[config.mk]
export PLATFORM = sky130hd
export DESIGN_NAME = freelist
export DESIGN_NICKNAME = d
export VERILOG_FILES = /design/src/rtl/freelist_pkg.sv /design/src/rtl/freelist_ringbuf.sv /design/src/rtl/freelist.sv
export SDC_FILE = /design/constraint.sdc
export NUM_CORES = 2
export LEC_CHECK = 0
export ABC_AREA = 1
export BUFFER_PORTS_ARGS = -buffer_cell sky130_fd_sc_hd__buf_4
export CORE_ASPECT_RATIO = 0.5
export CORE_MARGIN = 2
export CORE_UTILIZATION = 35
export DETAILED_ROUTE_END_ITERATION = 12
export GPL_ROUTABILITY_DRIVEN = 1
export PLACE_DENSITY_LB_ADDON = 0.2
export SLEW_MARGIN = 20
export SYNTH_ARGS = -nofsm -noshare
export SYNTH_HDL_FRONTEND = slang
export SYNTH_SLANG_ARGS = --single-unit
[constraint.sdc]
create_clock -name i_clk -period 5.7 [get_ports i_clk]
set_input_delay 0.855 -clock i_clk [delete_from_list [all_inputs] [get_ports i_clk]]
set_output_delay 0.855 -clock i_clk [all_outputs]
set_load 0.005 [all_outputs]
[src/rtl/freelist_pkg.sv]
// Shared defaults for the rename free list and the reorder buffer.
// i_kill is {valid, one-hot branch mask}: valid sits at bit WIDTH_BRM, above the mask.
package freelist_pkg;

  localparam int WIDTH_REG_DEF = 7;
  localparam int WIDTH_BRM_DEF = 4;
  localparam int NUM_ARCH_DEF  = 32;
  localparam int LANES         = 4;

  typedef struct packed {
    logic                     valid;
    logic [WIDTH_BRM_DEF-1:0] mask;
  } kill_t;

  function automatic int kill_valid_bit(input int width_brm);
    return width_brm;
  endfunction

endpackage

[src/rtl/freelist_ringbuf.sv]
// Free-tag storage: one entry per physical register, written and read four entries at a time.
module ringbuf
  import freelist_pkg::*;
#(
  parameter int WIDTH_REG = WIDTH_REG_DEF,
  parameter int NUM_ARCH  = NUM_ARCH_DEF
) (
  input  logic                       clk,
  input  logic                       rst_n,
  input  logic                       wr_en,
  input  logic [WIDTH_REG-1:0]       wr_ptr,
  input  logic [LANES*WIDTH_REG-1:0] wr_data,
  input  logic [WIDTH_REG-1:0]       rd_ptr,
  output logic [LANES*WIDTH_REG-1:0] rd_data
);

  localparam int DEPTH = 2**WIDTH_REG;

  logic [WIDTH_REG-1:0] mem [DEPTH];

  // Tags not held by architectural registers start out free, in ascending order.
  always_ff @(posedge clk or negedge rst_n) begin
    if (!rst_n) begin
      for (int i = 0; i < DEPTH; i++)
        mem[i] <= (i < DEPTH - NUM_ARCH) ? WIDTH_REG'(NUM_ARCH + i) : '0;
    end else if (wr_en) begin
      for (int k = 0; k < LANES; k++)
        mem[wr_ptr + WIDTH_REG'(k)] <= wr_data[k*WIDTH_REG +: WIDTH_REG];
    end
  end

  always_comb begin
    rd_data = '0;
    for (int k = 0; k < LANES; k++)
      rd_data[k*WIDTH_REG +: WIDTH_REG] = mem[rd_ptr + WIDTH_REG'(k)];
  end

endmodule

[src/rtl/freelist.sv]
// Rename free list: hands out four physical tags per cycle, takes four back from commit,
// and rewinds the allocation head from a branch snapshot on misprediction.
module freelist
  import freelist_pkg::*;
#(
  parameter int WIDTH_REG = WIDTH_REG_DEF,
  parameter int WIDTH_BRM = WIDTH_BRM_DEF,
  parameter int NUM_ARCH  = NUM_ARCH_DEF
) (
  input  logic                       i_clk,
  input  logic                       i_rst_n,
  input  logic                       i_alloc_en,
  output logic [LANES*WIDTH_REG-1:0] o_alloc_prd4x,
  output logic                       o_alloc_ready,
  input  logic                       i_com_en,
  input  logic [LANES*WIDTH_REG-1:0] i_com_prd4x,
  input  logic                       i_snap_en,
  input  logic [WIDTH_BRM-1:0]       i_snap_brm,
  input  logic [WIDTH_BRM:0]         i_kill,
  output logic [WIDTH_REG:0]         o_count,
  output logic                       o_err
);

  localparam int DEPTH  = 2**WIDTH_REG;
  localparam int PTR_W  = WIDTH_REG + 1;
  localparam int KILL_V = kill_valid_bit(WIDTH_BRM);

  logic [PTR_W-1:0] head, tail, count, head_upd, kill_head;
  logic [PTR_W-1:0] snap [WIDTH_BRM];
  logic             kill_active, alloc_fire, com_ok, err;

  assign count         = tail - head;
  assign o_count       = count;
  assign o_err         = err;
  assign o_alloc_ready = count >= PTR_W'(LANES);
  assign kill_active   = i_kill[KILL_V] & (|i_kill[WIDTH_BRM-1:0]);
  assign alloc_fire    = i_alloc_en & o_alloc_ready & ~kill_active;
  assign com_ok        = count <= PTR_W'(DEPTH - LANES);
  assign head_upd      = alloc_fire ? head + PTR_W'(LANES) : head;

  // Lowest-index mask bit wins when several branches are killed at once.
  always_comb begin
    kill_head = '0;
    for (int b = WIDTH_BRM - 1; b >= 0; b--)
      if (i_kill[b]) kill_head = snap[b];
  end

  always_ff @(posedge i_clk or negedge i_rst_n) begin
    if (!i_rst_n) begin
      head <= '0;
      tail <= PTR_W'(DEPTH - NUM_ARCH);
      err  <= 1'b0;
      for (int b = 0; b < WIDTH_BRM; b++) snap[b] <= '0;
    end else begin
      head <= kill_active ? kill_head : head_upd;
      if (i_com_en) begin
        if (com_ok) tail <= tail + PTR_W'(LANES);
        else        err  <= 1'b1;
      end
      if (i_snap_en && !kill_active) begin
        for (int b = 0; b < WIDTH_BRM; b++)
          if (i_snap_brm[b]) snap[b] <= head_upd;
      end
    end
  end

  ringbuf #(
    .WIDTH_REG (WIDTH_REG),
    .NUM_ARCH  (NUM_ARCH)
  ) u_ringbuf (
    .clk     (i_clk),
    .rst_n   (i_rst_n),
    .wr_en   (i_com_en & com_ok),
    .wr_ptr  (tail[WIDTH_REG-1:0]),
    .wr_data (i_com_prd4x),
    .rd_ptr  (head[WIDTH_REG-1:0]),
    .rd_data (o_alloc_prd4x)
  );

endmodule
=== Word-level counts from Yosys, hierarchy flattened ===
Index checks and enable logic that the tools add are counted.

* Register bits: 945
* Memory bits (writable): 0
* Latch bits: 0
* Memories: 0
* Output and inout port bits: 38
* Input bits: 42
* Memory bits (read-only): 0
* Word-level logic and storage cells: 215

* Add/sub/neg operators: 9
* Mux-type cells: 30
* Bitwise logic cells: 14
* Shift operators: 0
* Reduce and logical (&&, ||, !) cells: 13
* Divide/modulo/power cells: 0
* Magnitude comparators: 14
* Equality and inequality tests: 0
* Multipliers: 0

{| class="wikitable"
|+ Operator list
! operator !! number
|-
| bitwise mux 896 bit || 4
|-
| binary-select mux 7 bit (select 7 bit) || 4
|-
| demux 7 bit (select 7 bit) || 4
|-
| two-way mux 7 bit || 12
|-
| greater-or-equal comparator 8 bit (second input constant) || 8
|-
| inverter 7 -> 8 bit || 8
|-
| two-way mux 8 bit || 6
|-
| less-than comparator 8 x 1 -> 1 bit (second input constant) || 4
|-
| adder 7 x 2 -> 7 bit (second input constant) || 4
|-
| adder 8 x 3 -> 8 bit (second input constant) || 2
|-
| adder 7 x 1 -> 7 bit (second input constant) || 2
|-
| AND reduction 2 bit || 6
|-
| greater-or-equal comparator 8 x 3 -> 1 bit (second input constant) || 1
|-
| less-or-equal comparator 8 x 7 -> 1 bit (second input constant) || 1
|-
| subtractor 8 bit || 1
|-
| logical AND 1 bit || 5
|-
| bitwise AND 1 bit || 4
|-
| OR reduction 4 bit || 1
|-
| inverter 1 bit || 2
|-
| logical NOT 1 bit || 1
|}

=== Depth between registers and ports, before layout ===
* Depth after elaboration: 9
* Depth in mapped cells: 20
* Depth with buffers taken out: 15

=== Hierarchy ===
Synthesis repeated with hierarchy kept, for this count alone.

* Cell total of the unflattened synthesis: 17489
* Area, all modules: 99345.3 sq um

{| class="wikitable"
|+ By module, submodules not included
! module !! area an instance (sq um) !! times used !! cells each !! seq. area each (sq um)
|-
| ringbuf || 96651.4 || 1 || 17137 || 22881.9
|-
| freelist || 2693.8 || 1 || 352 || 1178.6
|}

=== Worst setup path after synthesis ===
Ideal clock, no wire load.

* Kind: register -> output
* Start: register head[1]
* End: output port o_alloc_prd4x[12]
* Stages on the path, launching flop included: 18
* Required time: 4.845 ns
* Path buffers: 7
* Data arrival time: 3.014 ns
* Setup slack: 1.831 ns
* Path through: dfrtp_1 buf_2 inv_1 buf_2 clkbuf_1 clkbuf_1 ha_1 clkbuf_1 inv_2 clkbuf_1 clkbuf_1 nand3_1 nand3_1 nand3_1 nand3_1 nand3_1 nand3_1 nand2_1

* Word-level cells in the longest chain between the ends: 5

{| class="wikitable"
|+ RTL lines
! element !! RTL line !! source
|-
| start, declared || freelist.sv:28 || <nowiki>logic [PTR_W-1:0] head, tail, count, head_upd, kill_head;</nowiki>
|-
| start signal, assigned || freelist.sv:55 || <nowiki>head <= kill_active ? kill_head : head_upd;</nowiki>
|-
| adder 7 x 1 -> 7 bit || freelist_ringbuf.sv:35 || <nowiki>rd_data[k*WIDTH_REG +: WIDTH_REG] = mem[rd_ptr + WIDTH_REG'(k)];</nowiki>
|-
| inverter 7 -> 8 bit (implied by the code) || freelist_ringbuf.sv:35 ||
|-
| binary-select mux 7 bit (select 7 bit) || freelist_ringbuf.sv:35 ||
|-
| two-way mux 7 bit (implied by the code) (2 in a row) || freelist_ringbuf.sv:35 ||
|-
| end, declared || freelist.sv:13 || <nowiki>output logic [LANES*WIDTH_REG-1:0] o_alloc_prd4x,</nowiki>
|}

No other way between the ends. The select of a mux whose other input is x is not followed.

=== Final worst setup path ===
* Start: register head[2]
* End: output port o_alloc_prd4x[9]

Same word-level chain as after synthesis.

==> metrics.md <==
| Metric | Value |
|---|---|
| Outcome | `finished clean` |
| Share of the synthesized area in the top cell type | `22.0%` |
| Worst Hold Class | `input port to flop` |
| Clk Latency, worst-skew pair | `just under 0.8 ns` |
| Fin crit share | `97.4%` |
| Clock Root Buffer | `clkbuf_16` |
| Gate Count Post-Synth | `10200` |
| Post-synthesis sequential area ratio | `36.8%` |
| Vias | `71000` |
| Die area | `0.190 mm2` |
| Crit path buf inv count | `2` |
| Highest metal used | `met5` |
| DR WL/cell | `around 25 um` |
| Clk_skew | `approximately 0.040 ns` |
| Ratio of cells with drive above 1 in the final layout | `9.09%` |
| Number of flops mapped to enable cells by yosys | `0` |
| Util after Layout | `approximately two fifths` |
| Syn Area/Cell | `approximately 6.4 um2` |
| PortBufs | `79` |
| Vias per inst | `5.80` |
| Static leakage | `0.0320 uW` |
| Largest cells by area after synthesis | `dfrtp_1 (22%), nand2_1 (22%), nand3_1 (16%)` |
| Die Ht | `309 um` |
| Nets | `9698` |
| Synth cell count leaders | `nand2_1 (3751), nand3_1 (2073), o21ai_0 (1416)` |
| Final setup viols | `0` |
| Largest net degree at the start of global routing | `247` |
| Final number of max-transition violations | `0` |
| First-pass GRT wire length | `445 mm` |
| Placed Area | `0.0674 mm2` |
| Std cell rows | `112` |
| Worst reg-to-reg setup slack | `roughly 1.3 ns` |
| CP endpoint kind | `output port` |
| CTS tree | `yes` |
| I/O pins | `80` |
| Slowest Stage Delay on Critical Path | `0.67 ns` |
| Setup TNS | `0 ns` |
| CTS sink cnt | `between 900 and 1000` |
| RSZ-0062 raised after global routing | `false` |
| Critical path's most frequent cell | `nand3_1` |
| Post-cts resize count | `0` |
| Delay-heaviest family, CP | `simple AND/OR/NAND/NOR gates` |
| Worst-path clk slew | `0.06 ns` |
| Minimum clock period | `between 5 and 6 ns` |
| WP data required | `4.85 ns` |
| FMAX | `180 MHz` |
| Syn. warnings | `0` |
| Detail Route Antenna Nets | `0` |
| Final hold violation count | `0` |
| PwrDens | `534 mW/mm2` |
| CTS Buf Count | `102` |
| Distinct cells, synth | `38` |
| Initial antenna violation count | `8` |
| Most common cell in the netlist | `nand2_1` |
| VDD IR max | `395 uV` |
| Syn Std Cell Area | `around 0.065 mm2` |
| Critical Path AT | `4.70 ns` |
| Initial core utilization | `roughly a third` |
| Worst path cell trace | `ha_1 -> xnor2_1 -> nand2_1 -> o21ai_4 -> buf_4 -> nand3_1 -> nand3_1 -> nand3_1 -> nand2_1 -> buf_4` |
| Fillers | `19900` |
| #FFs+latches synth | `943` |
| Hold-fix buffers, CTS | `1` |
| Starting DRC count in detailed routing | `approximately 11000` |
| Crit start category | `flop` |
| Synthesis-to-layout area growth | `9.03%` |
| Setup CP Type | `flop to output port` |
| Residual DRC | `0` |
| Metal2 WL | `124 mm` |
| Async S/R FF share, synth | `100%` |
| 1st-pass router iterations | `6` |
| Number of post-CTS setup repair buffers | `0` |
| Routed metal-1 wirelength | `132 mm` |
| Max_slew headroom | `24.4%` |
| Post-DP HPWL | `182 mm` |
| Syn Nets | `10200` |
| Vias in the first global route | `between 60000 and 70000` |
| Clk buf depth | `3` |
| Htree depth | `3` |
| Core Area | `0.186 mm2` |
| Die W | `615 um` |
| Slew @ Worst Pin | `around 1.1 ns` |
| Synth area leader | `dfrtp_1` |
| Post-synth top flop | `dfrtp_1` |
| Crit path max fanout | `21` |
| CP max stage cell | `dfrtp_4` |
| Tot GR Track Use | `31.3%` |
| Total of max-cap violations | `0` |
| Global route total overflow | `0` |
| DRT Wirelength | `306 mm` |
| Cell area after layout | `0.0712 mm2` |
| Met3 Routed Length | `35.1 mm` |
| Placer congestion estimate | `between 0.9 and 1` |
[worst register-to-register path, stage by stage, from the launching register on]
cell and delay, ns:
dfrtp_4 0.59, buf_4 0.45, buf_4 0.64, nor2_1 0.10, nand2_1 0.11, nand2_1 0.07
nand2_1 0.07, nand2_1 0.05, nand2_1 0.06, nand2_1 0.10, inv_2 0.10, nand3_4 0.22
buf_12 0.26, nor2_4 0.84, inv_2 0.43, nand2_1 0.15, nand2_1 0.06
[report_power, final]
part	switching [uW]	internal, uW
clock network	3240	4330
logic	14100	5430
registers	1360	9570
total	18700	19300
[cell type report]
class | instances | area, um2 | share of cell area, %
clock buffers | 143 | 2980 | 4.19
well taps | 2508 | 3140 | 4.41
flip-flops and latches | 943 | 24100 | 33.8
inverters | 551 | 2120 | 2.97
multi-input cells | 7779 | 35600 | 50.0
diodes | 3 | 7.51 | 0.0105
clock inverters | 47 | 659 | 0.926
repair buffers | 264 | 2630 | 3.69
[stage by stage]
stage | instances | power, uW | setup slack (ns) | hold slack (ns)
2_1_floorplan | 10200 | 22400 | 1.83 | 0.444
3_3_place_gp | 12000 | 29600 | 0.673 | 0.456
3_5_place_dp | 12000 | 29800 | 1.13 | 0.459
4_1_cts | 12200 | 37400 | 0.347 | 0.343
5_1_grt | 12200 | 40100 | 0.0689 | 0.378
6_report | 12200 | 38000 | 0.147 | 0.381
[state kept, by name, summed over array words and instances, names as in the netlist]
signal,flops
u_ringbuf.mem,896
snap,32
head,8
tail,6
o_err,1
[worst paths after layout]
| path | start | endpoint | depth (start not counted) |
|---|---|---|---|
| min in group asynchronous | i_rst_n | u_ringbuf.mem[21] | 2 |
| setup / recovery | head[2] | o_alloc_prd4x[9] | 10 |
| hold reg to reg | u_ringbuf.mem[465] | u_ringbuf.mem[465] | 2 |
| max in group asynchronous | i_rst_n | u_ringbuf.mem[266] | 4 |
| hold / removal | i_com_en | o_err | 2 |
| setup reg to reg | head[1] | u_ringbuf.mem[455] | 16 |
[logic make-up (layout without fill, tap and decap cells)]
family	after synthesis	count (layout)	synth area share (%)
AO/OA/AOI/OAI	1842	1842	15.5
XOR/XNOR	13	13	0.174
adder cells (fa/ha/maj)	15	15	0.287
buffers and inverters	1449	1005	8.97
flip-flops	943	943	36.8
other	0	3	0
AND/OR/NAND/NOR	5909	5909	38.3
[placed cells by master, fill, tap and decap left out, types with 3 or more instances in the layout]
cell and count:
a21oi_1 44, inv_1 530, diode_2 3, clkbuf_1 17, bufinv_16 15, buf_12 44, buf_4 213, clkinv_2 19
xor2_1 6, inv_6 7, dfrtp_4 3, and2_0 8, o21ai_0 1414, o211ai_1 347, inv_8 3, inv_2 10
dfrtp_1 569, nand2_1 3750, nor2_2 14, clkbuf_16 105, or2_2 4, clkbuf_8 21, nor2_1 21, dfstp_2 370
o21ai_1 27, clkinvlp_4 8, ha_1 13, xor2_4 3, nor2_4 20, buf_16 4, nand3_1 2073, nor3_1 7
[routing by layer]
metal | global-route usage [%] | vias to the layer above
li1 | - | 32600
met1 | 44.5 | 33600
met2 | 45.3 | 4021
met3 | 7.04 | 742
met4 | 13.7 | 8
met5 | 0 | -
Note: power is estimated with default switching activity, not from simulation.
